==> src/rtl/ram_scrubber.sv <==
`default_nettype none
// +--------------------------------------------------------------------------+
// | ram_scrubber: walks the config RAM, rewrites words that differ from the  |
// | golden pattern. Option: SCRUB_AUTO_RESTART_EN (continuous passes).       |
// | Revision: 1.0                                                            |
// +--------------------------------------------------------------------------+
module ram_scrubber #(
    parameter int                NUM_ADDRS = 4,
    parameter int                ADDR_W    = 4,
    parameter int                DATA_W    = 10,
    parameter logic [DATA_W-1:0] GOLD_EVEN = DATA_W'(10'h3FF),
    parameter logic [DATA_W-1:0] GOLD_ODD  = DATA_W'(10'h000)
) (
    input  logic              clk,
    input  logic              rst_n,
    input  logic              start_i,
    output logic              busy_o,
    output logic              done_o,
    output logic [7:0]        err_count_o,
    output logic [ADDR_W-1:0] last_err_addr_o,
    output logic [ADDR_W-1:0] ram_addr_o,
    output logic              ram_rd_enable_o,
    output logic              ram_wr_enable_o,
    output logic [DATA_W-1:0] ram_wr_data_o,
    input  logic [DATA_W-1:0] ram_rd_data_i
);

    localparam logic [ADDR_W-1:0] LAST_ADDR = ADDR_W'(NUM_ADDRS - 1);

    typedef enum logic [2:0] {
        S_IDLE = 3'd0,
        S_RD   = 3'd1,
        S_CHK  = 3'd2,
        S_WR   = 3'd3,
        S_DONE = 3'd4
    } state_t;

    state_t            state_q, state_d;
    logic [ADDR_W-1:0] addr_q, addr_d;
    logic [7:0]        err_q, err_d;
    logic [ADDR_W-1:0] last_q, last_d;
    logic [DATA_W-1:0] gold;

    assign gold = addr_q[0] ? GOLD_ODD : GOLD_EVEN;

    always_ff @(posedge clk or negedge rst_n) begin
        if (!rst_n) begin
            state_q <= S_IDLE;
            addr_q  <= '0;
            err_q   <= '0;
            last_q  <= '0;
        end else begin
            state_q <= state_d;
            addr_q  <= addr_d;
            err_q   <= err_d;
            last_q  <= last_d;
        end
    end

    always_comb begin
        state_d = state_q;
        addr_d  = addr_q;
        err_d   = err_q;
        last_d  = last_q;
        case (state_q)
            S_IDLE: begin
                if (start_i) begin
                    state_d = S_RD;
                    addr_d  = '0;
                    err_d   = '0;
                end
            end
            S_RD: state_d = S_CHK;
            S_CHK: begin
                if (ram_rd_data_i != gold) begin
                    state_d = S_WR;
                    err_d   = (err_q == 8'hFF) ? err_q : err_q + 8'd1;
                    last_d  = addr_q;
                end else if (addr_q == LAST_ADDR) begin
                    state_d = S_DONE;
                end else begin
                    state_d = S_RD;
                    addr_d  = addr_q + 1'b1;
                end
            end
            S_WR: begin
                if (addr_q == LAST_ADDR) begin
                    state_d = S_DONE;
                end else begin
                    state_d = S_RD;
                    addr_d  = addr_q + 1'b1;
                end
            end
            S_DONE: begin
                addr_d = '0;
`ifdef SCRUB_AUTO_RESTART_EN
                // Continuous mode: error count keeps accumulating across passes
                state_d = S_RD;
`else
                state_d = S_IDLE;
`endif
            end
            default: state_d = S_IDLE;
        endcase
    end

    // Strobes decode straight from state so reset drops them immediately
    always_comb begin
        busy_o          = (state_q != S_IDLE);
        done_o          = (state_q == S_DONE);
        ram_rd_enable_o = (state_q == S_RD);
        ram_wr_enable_o = (state_q == S_WR);
        ram_wr_data_o   = (state_q == S_WR) ? gold : '0;
        ram_addr_o      = addr_q;
        err_count_o     = err_q;
        last_err_addr_o = last_q;
    end

endmodule
`default_nettype wire

==> config.mk <==
export PLATFORM = sky130hd
export DESIGN_NAME = ram_scrubber
export DESIGN_NICKNAME = d
export VERILOG_FILES = /design/src/rtl/ram_scrubber.sv
export SDC_FILE = /design/constraint.sdc
export NUM_CORES = 1
export LEC_CHECK = 0
export CORE_MARGIN = 3
export CORE_UTILIZATION = 45
export CTS_CLUSTER_DIAMETER = 50
export DETAILED_ROUTE_END_ITERATION = 10
export GPL_ROUTABILITY_DRIVEN = 0
export GPL_TIMING_DRIVEN = 0
export PLACE_DENSITY = 0.82
export SLEW_MARGIN = 40
export SYNTH_ARGS = -nofsm -noshare
export SYNTH_HDL_FRONTEND = slang
export SYNTH_SLANG_ARGS = --single-unit
==> constraint.sdc <==
create_clock -name clk -period 2.9 [get_ports clk]
set_input_delay 0.58 -clock clk [delete_from_list [all_inputs] [get_ports clk]]
set_output_delay 0.58 -clock clk [all_outputs]
set_load 0.1 [all_outputs]
==> metrics, run 1 <==
layout filler cell count=~200; synthesized area=0.001171 mm2; diode count=0; synthesis-to-layout area growth=28.95%; Setup CP Type=reg -> out; TritonCTS Buffers=3; post-CTS sizing=0; Slew Limit Headroom=a little under three fifths; Slew @ Worst Pin=between 0.6 and 0.7 ns; worst-path fanout max=10; worst r2r src=err_count_o[0]$_DFFE_PN0P_; initial antenna violation count=0; top cell type's share of synthesized area=40.60%; register area share after synthesis=40.60%; first-pass GRT wire length=4.526 mm; outcome=complete, no violations; Sink Count=19; hpwl dp=about 2.0 mm; Row Count=17; Mapped Avg Cell Area=9.521 um2; Vias/cell=approximately 5.6; clock tree buffer depth=2; Nets=185; IO Port Bufs=42; unrepaired setup endpoints after global routing=no; drt pass-1 iters=4; wirelength, routed=2.722 mm; YS warnings=0; cell count after synthesis=~120; EDFF count, synth=0; crit-path leading delay family=simple AND/OR/NAND/NOR gates; Fin. Hold Viols=0; WP buf/inv=2; worst path cell trace=and2b_1 > and2_2 > and2b_2 > buf_4 > buf_2; top cells by area, synth=dfrtp_1, buf_4, mux2_2; GRT overflow=0; Final Setup Violations=0; die height=57.02 um; Die Area=between 0.003 and 0.004 mm2; remaining antenna violation count=0; post-synth cell types=38; Layout Skew=between 0.002 and 0.003 ns; DR WL/cell=approximately 14 um; Max H-tree Level=1; IO Count=43; CTS root buffer=clkbuf_4; CTS hold repair buffers=0; DRC Markers=0; Critical Path RT=about 2.3 ns; initial DRC count=36; CTS tree=done; Tot GR Track Use=between 15 and 20%; async set-or-reset flop fraction in the synthesized netlist=between 90% and 100%; Tmin final=2.618 ns; Die X=57.02 um; Post-Syn Nets=approximately 140; Critical Path End Type=output pin; CP peak stage delay=~0.47 ns; most numerous cell in the Yosys netlist=dfrtp_1; Fin Hold WS=~0.21 ns; vias in the first global route=a little over 1000; Clock Latency Late Sink=0.29 ns; Max Cap Viol=0; dominant cell type by area after synthesis=dfrtp_1; crit start category=flip-flop; fraction of layout instances using a drive strength above 1=36.09%; largest net degree at the start of global routing=20; area occupied by multi-input gates=a little over 600 um2; Slowest-stage cell, CP=dfrtp_1; DR vias=approximately 1100; Peak Freq=roughly 380 MHz; clk slew on worst S/H paths=approximately 0.11 ns; core area=between 0.002 and 0.0025 mm2; min-delay worst type=in -> async; register bit total from synthesis=19; Final Max Slew Viols=0; setup bufs post-CTS=0; register area=approximately 480 um2; Final Cycle Share=between 90% and 100%; WP data arrival=between 2 and 2.5 ns; Worst Setup SP=state_q[2]$_DFFE_PN0N_; Commonest cells post-synth=dfrtp_1, nand2_1, buf_4, o21ai_0, nor2_1; Starting Density=between 50% and 60%; ys flop type=dfrtp_1
flip-flops by register name, summed over array words and instances (netlist names):
register         count
last_err_addr_o      4
ram_addr_o           4
state_q              3
err_count_o          8
path summary, 6_finish.rpt:
path / slack, ns / end / depth (start not counted)
worst max-delay path: 0.28 / ram_wr_data_o[2] / 5
worst min-delay path: 0.21 / ram_addr_o[2]$_DFFE_PN0P_ / 1
worst max register to register: 0.92 / err_count_o[0]$_DFFE_PN0P_ / 6
worst min register to register: 0.51 / last_err_addr_o[3]$_DFFE_PN0P_ / 1
max in group asynchronous: 2.40 / err_count_o[4]$_DFFE_PN0P_ / 1
min in group clk: 0.51 / last_err_addr_o[3]$_DFFE_PN0P_ / 1
worst register-to-register path, stage by stage (launching register included):
cell,delay [ns]
dfrtp_1,0.42
ha_1,0.25
nand3_2,0.12
nor3_1,0.10
a2111o_1,0.53
a21o_1,0.21
mux2_2,0.26
cells in the final DEF, fill, tap and decap left out, drive strengths merged:
master / instances
a21oi: 1
nor4b: 1
o21ai: 11
o211ai: 5
or3b: 1
o31ai: 2
nand4: 2
nor3b: 2
and2: 1
a2111o: 1
clkdlybuf4s50: 11
nor3: 5
nand4b: 1
or4: 2
nor2: 8
buf: 42
dfrtp: 19
o31a: 2
a22o: 1
inv: 3
mux2i: 1
mux2: 5
clkbuf: 5
and3: 2
nand2: 11
ha: 2
nor4: 1
a31oi: 2
a21o: 1
nand2b: 3
nand3: 9
o41ai: 1
and2b: 2
or3: 3
routing by layer:
layer / vias up / track usage (%) / share of wire [%]
met1: 518 / 23.36 / 48
met4: 0 / 6.291 / 0.70
met5: - / 0 / 0
met3: 2 / 2.715 / 6.6
li1: 546 / - / -
met2: 37 / 26.92 / 45
cell type report:
cell class	count	area share (%)
multi-input combinational	89	40.18
sequential	19	31.48
timing repair buffer	42	17.56
inverter	3	0.7456
clock buffer	4	1.740
buffer	12	5.965
tap	28	2.320
cells by family after synthesis:
logic type / synth area share (%)
AO/OA/AOI/OAI: 16.24
adder cells (fa/ha/maj): 2.136
buffers and inverters: 8.653
flip-flops: 40.60
multiplexers: 5.662
AND/OR/NAND/NOR: 26.71
per-stage QoR:
stage               instance area [um2]  TNS [ns]  setup WS, ns  std cells  util (%)
floorplan                          1184         0        0.1037        123         -
global placement                   1639   -0.5983      -0.06884        193     70.05
detailed placement                 1484         0        0.4722        193     63.42
CTS                                1510         0        0.2708        197     64.55
global route                       1510         0        0.1915        197     64.55
finish                             1510         0        0.2822        197     64.55
Power of run 1 is left out: the tool's default activity adds up to more than one toggle a clock period on the data nets, which glitch-free logic cannot reach.
==> inputs of run 2 (changes only) <==
--- a/config.mk
+++ b/config.mk
@@ -9,7 +9,6 @@
 export CORE_UTILIZATION = 45
 export CTS_CLUSTER_DIAMETER = 50
 export DETAILED_ROUTE_END_ITERATION = 10
-export GPL_ROUTABILITY_DRIVEN = 0
 export GPL_TIMING_DRIVEN = 0
 export PLACE_DENSITY = 0.82
 export SLEW_MARGIN = 40
==> results of run 2 <==
Final layout, timing and power as in run 1 (identical DEF).
Power of run 2 is left out for the same reason.
==> inputs of run 3 (changes only) <==
--- a/config.mk
+++ b/config.mk
@@ -6,11 +6,12 @@
 export NUM_CORES = 1
 export LEC_CHECK = 0
 export CORE_MARGIN = 3
-export CORE_UTILIZATION = 45
+export CORE_UTILIZATION = 47
 export CTS_CLUSTER_DIAMETER = 50
 export DETAILED_ROUTE_END_ITERATION = 10
 export GPL_TIMING_DRIVEN = 0
-export PLACE_DENSITY = 0.82
+export MAX_ROUTING_LAYER = met4
+export PLACE_DENSITY = 0.85
 export SLEW_MARGIN = 40
 export SYNTH_ARGS = -nofsm -noshare
 export SYNTH_HDL_FRONTEND = slang
==> run 3 against run 2 <==
  * Critical path depth unchanged
  * Sequential share of layout area down 0.078 points
  * Clock-buffer cell count down 1
  * Global-route usage up 2.6 points
  * Core utilization up 1.4 points
  * Register-to-register slack worse by 0.02 ns
  * Die area down 3.8%
  * Clock skew up 0.0085 ns
  * Final area up 0.25%
  * Worst setup slack better by 0.012 ns
  * First-iteration DRC count up 25%
  * Critical endpoint is now ram_wr_data_o[5]
==> metrics, run 3 (synthesis results as in run 1) <==
Worst Setup SP=state_q[2]$_DFFE_PN0N_; min-delay worst type=in -> async; Sink Count=19 (unchanged); clk slew on worst S/H paths=0.12 ns (about the same); Final Max Slew Viols=0 (unchanged); Final GP Congestion=0.8908; wirelength, routed=2.854 mm (+4.8%); setup bufs post-CTS=0 (unchanged); CTS tree=done; largest net degree at the start of global routing=20 (unchanged); hpwl dp=2.199 mm (+7.3%); Fin. Hold Viols=0 (unchanged); initial DRC count=45 (+25%); Inst Count DP=193 (unchanged); Final Setup Violations=0 (unchanged); Fin Hold WS=0.1925 ns (-0.01542 ns); outcome=complete, no violations; Finished Layout Cells=197 (unchanged); Critical Path RT=2.32 ns (about the same); Tot GR Track Use=19.60% (+2.6 points); GRT Max-Usage Layer=met2; Slew Limit Headroom=54.91% (-0.49 points); crit-path leading delay family=simple AND/OR/NAND/NOR gates; Slew @ Worst Pin=0.6712 ns (+0.007320 ns); Setup CP Type=reg -> out; M2 GR Usage=31.59% (+4.7 points); Worst path depth=5 (unchanged); unrepaired setup endpoints after global routing=no; CTS hold repair buffers=0 (unchanged); WP buf/inv=2 (unchanged); first-pass GRT wire length=4.905 mm (+8.4%); commonest non-fill, non-tap cells in the layout=buf_2, dfrtp_1, nand2_1, clkdlybuf4s50_1; TritonCTS Buffers=3 (unchanged); DRC Markers=0 (unchanged); post-CTS sizing=0 (unchanged); worst-path fanout max=10 (unchanged); IO Count=43 (unchanged); Tmin final=2.606 ns (-0.01210 ns); FF-to-FF path depth=6 (unchanged); grt met1 use=24.34% (+0.98 points); initial antenna violation count=0 (unchanged); GRT overflow=0 (unchanged); synthesis-to-layout area growth=29.27%; layout filler cell count=208 (+4.5%); Max Cap Viol=0 (unchanged); crit start category=flip-flop; Critical Path End Type=output pin; WP data arrival=2.03 ns (about the same); Peak Freq=383.8 MHz (+0.46%); most common cell after layout, fill and taps aside=buf_2; Final Cycle Share=89.85% (-0.42 points); diode count=0 (unchanged); vias in the first global route=1155 (+13%); met3 Track Usage GR=3.712% (+1.0 points); clock tree buffer depth=2 (unchanged); fraction of layout instances using a drive strength above 1=36.69% (+0.59 points); Die X=55.92 um (-1.9%); Row Count=17 (unchanged); Starting Density=50.98% (+0.93 points); Vias/cell=5.751 (+2.7%); Nets=185 (unchanged); worst path cell trace=and2b_1 > and2_2 > and2b_2 > buf_4 > buf_2; Max H-tree Level=1 (unchanged); CP peak stage delay=0.46 ns (about the same); IO Port Bufs=42 (unchanged); DR vias=1133 (+2.7%); drt pass-1 iters=4 (unchanged); DR WL/cell=14.49 um (+4.8%); max FFs per register=8 (unchanged); Layout Skew=0.01135 ns (+0.008497 ns); worst r2r src=err_count_o[0]$_DFFE_PN0P_; core area=0.002297 mm2 (-1.8%); Slowest-stage cell, CP=dfrtp_1; Clock Latency Late Sink=0.30 ns (about the same); Die Area=0.003126 mm2 (-3.8%); remaining antenna violation count=0 (unchanged); die height=55.92 um (-1.9%); CTS root buffer=clkbuf_4
==> run 3: cell count changes in the layout (fill, tap and decap cells not counted), sizes merged <==
cell,before,now
clkbuf,5,4
clkinvlp,0,1
==> run 3: area by class of cell <==
type | count | area (um2) | share of cell area [%]
multi-input combinational | 89 | 606.8 | 40.08
inverter | 3 | 11.26 | 0.7438
clock inverter | 1 | 7.507 | 0.4959
buffer | 12 | 90.09 | 5.950
timing repair buffer | 42 | 265.3 | 17.52
clock buffer | 3 | 22.52 | 1.488
sequential | 19 | 475.5 | 31.41
tap | 28 | 35.03 | 2.314
==> run 3: routing by layer <==
| metal | wire, um | part of all wire [%] | up-vias |
|---|---|---|---|
| met4 | 25 | 0.88 | 0 |
| met2 | 1390 | 49 | 47 |
| li1 | - | - | 541 |
| met3 | 188 | 6.6 | 4 |
| met5 | 0 | 0 | - |
| met1 | 1249 | 44 | 541 |
==> run 3: final timing paths <==
path	end	slack, ns
worst max-delay path	ram_wr_data_o[5]	0.29
worst min-delay path	ram_addr_o[1]$_DFFE_PN0P_	0.19
worst max register to register	err_count_o[0]$_DFFE_PN0P_	0.90
worst min register to register	last_err_addr_o[3]$_DFFE_PN0P_	0.51
max in group asynchronous	state_q[0]$_DFFE_PN0N_	2.40
min in group clk	last_err_addr_o[3]$_DFFE_PN0P_	0.51
==> run 3: worst register-to-register path: cells and delay by family, from the launching register on <==
kind,cells,cell delay [ns]
adder cells (fa/ha/maj),1,0.25
AO/OA/AOI/OAI,2,0.75
AND/OR/NAND/NOR,2,0.22
flip-flops,1,0.42
multiplexers,1,0.26
==> run 3: through the flow <==
stage / TNS, ns / instance area, um2 / setup WS [ns] / utilization (%)
6_report: 0 / 1514 / 0.2943 / 65.90
5_1_grt: 0 / 1514 / 0.1766 / 65.90
4_1_cts: 0 / 1519 / 0.2798 / 66.12
3_5_place_dp: 0 / 1489 / 0.4317 / 64.81
3_3_place_gp: -0.4648 / 1639 / -0.05282 / 71.35
2_1_floorplan: 0 / 1184 / 0.1037 / -
Power of run 3 is left out for the same reason.
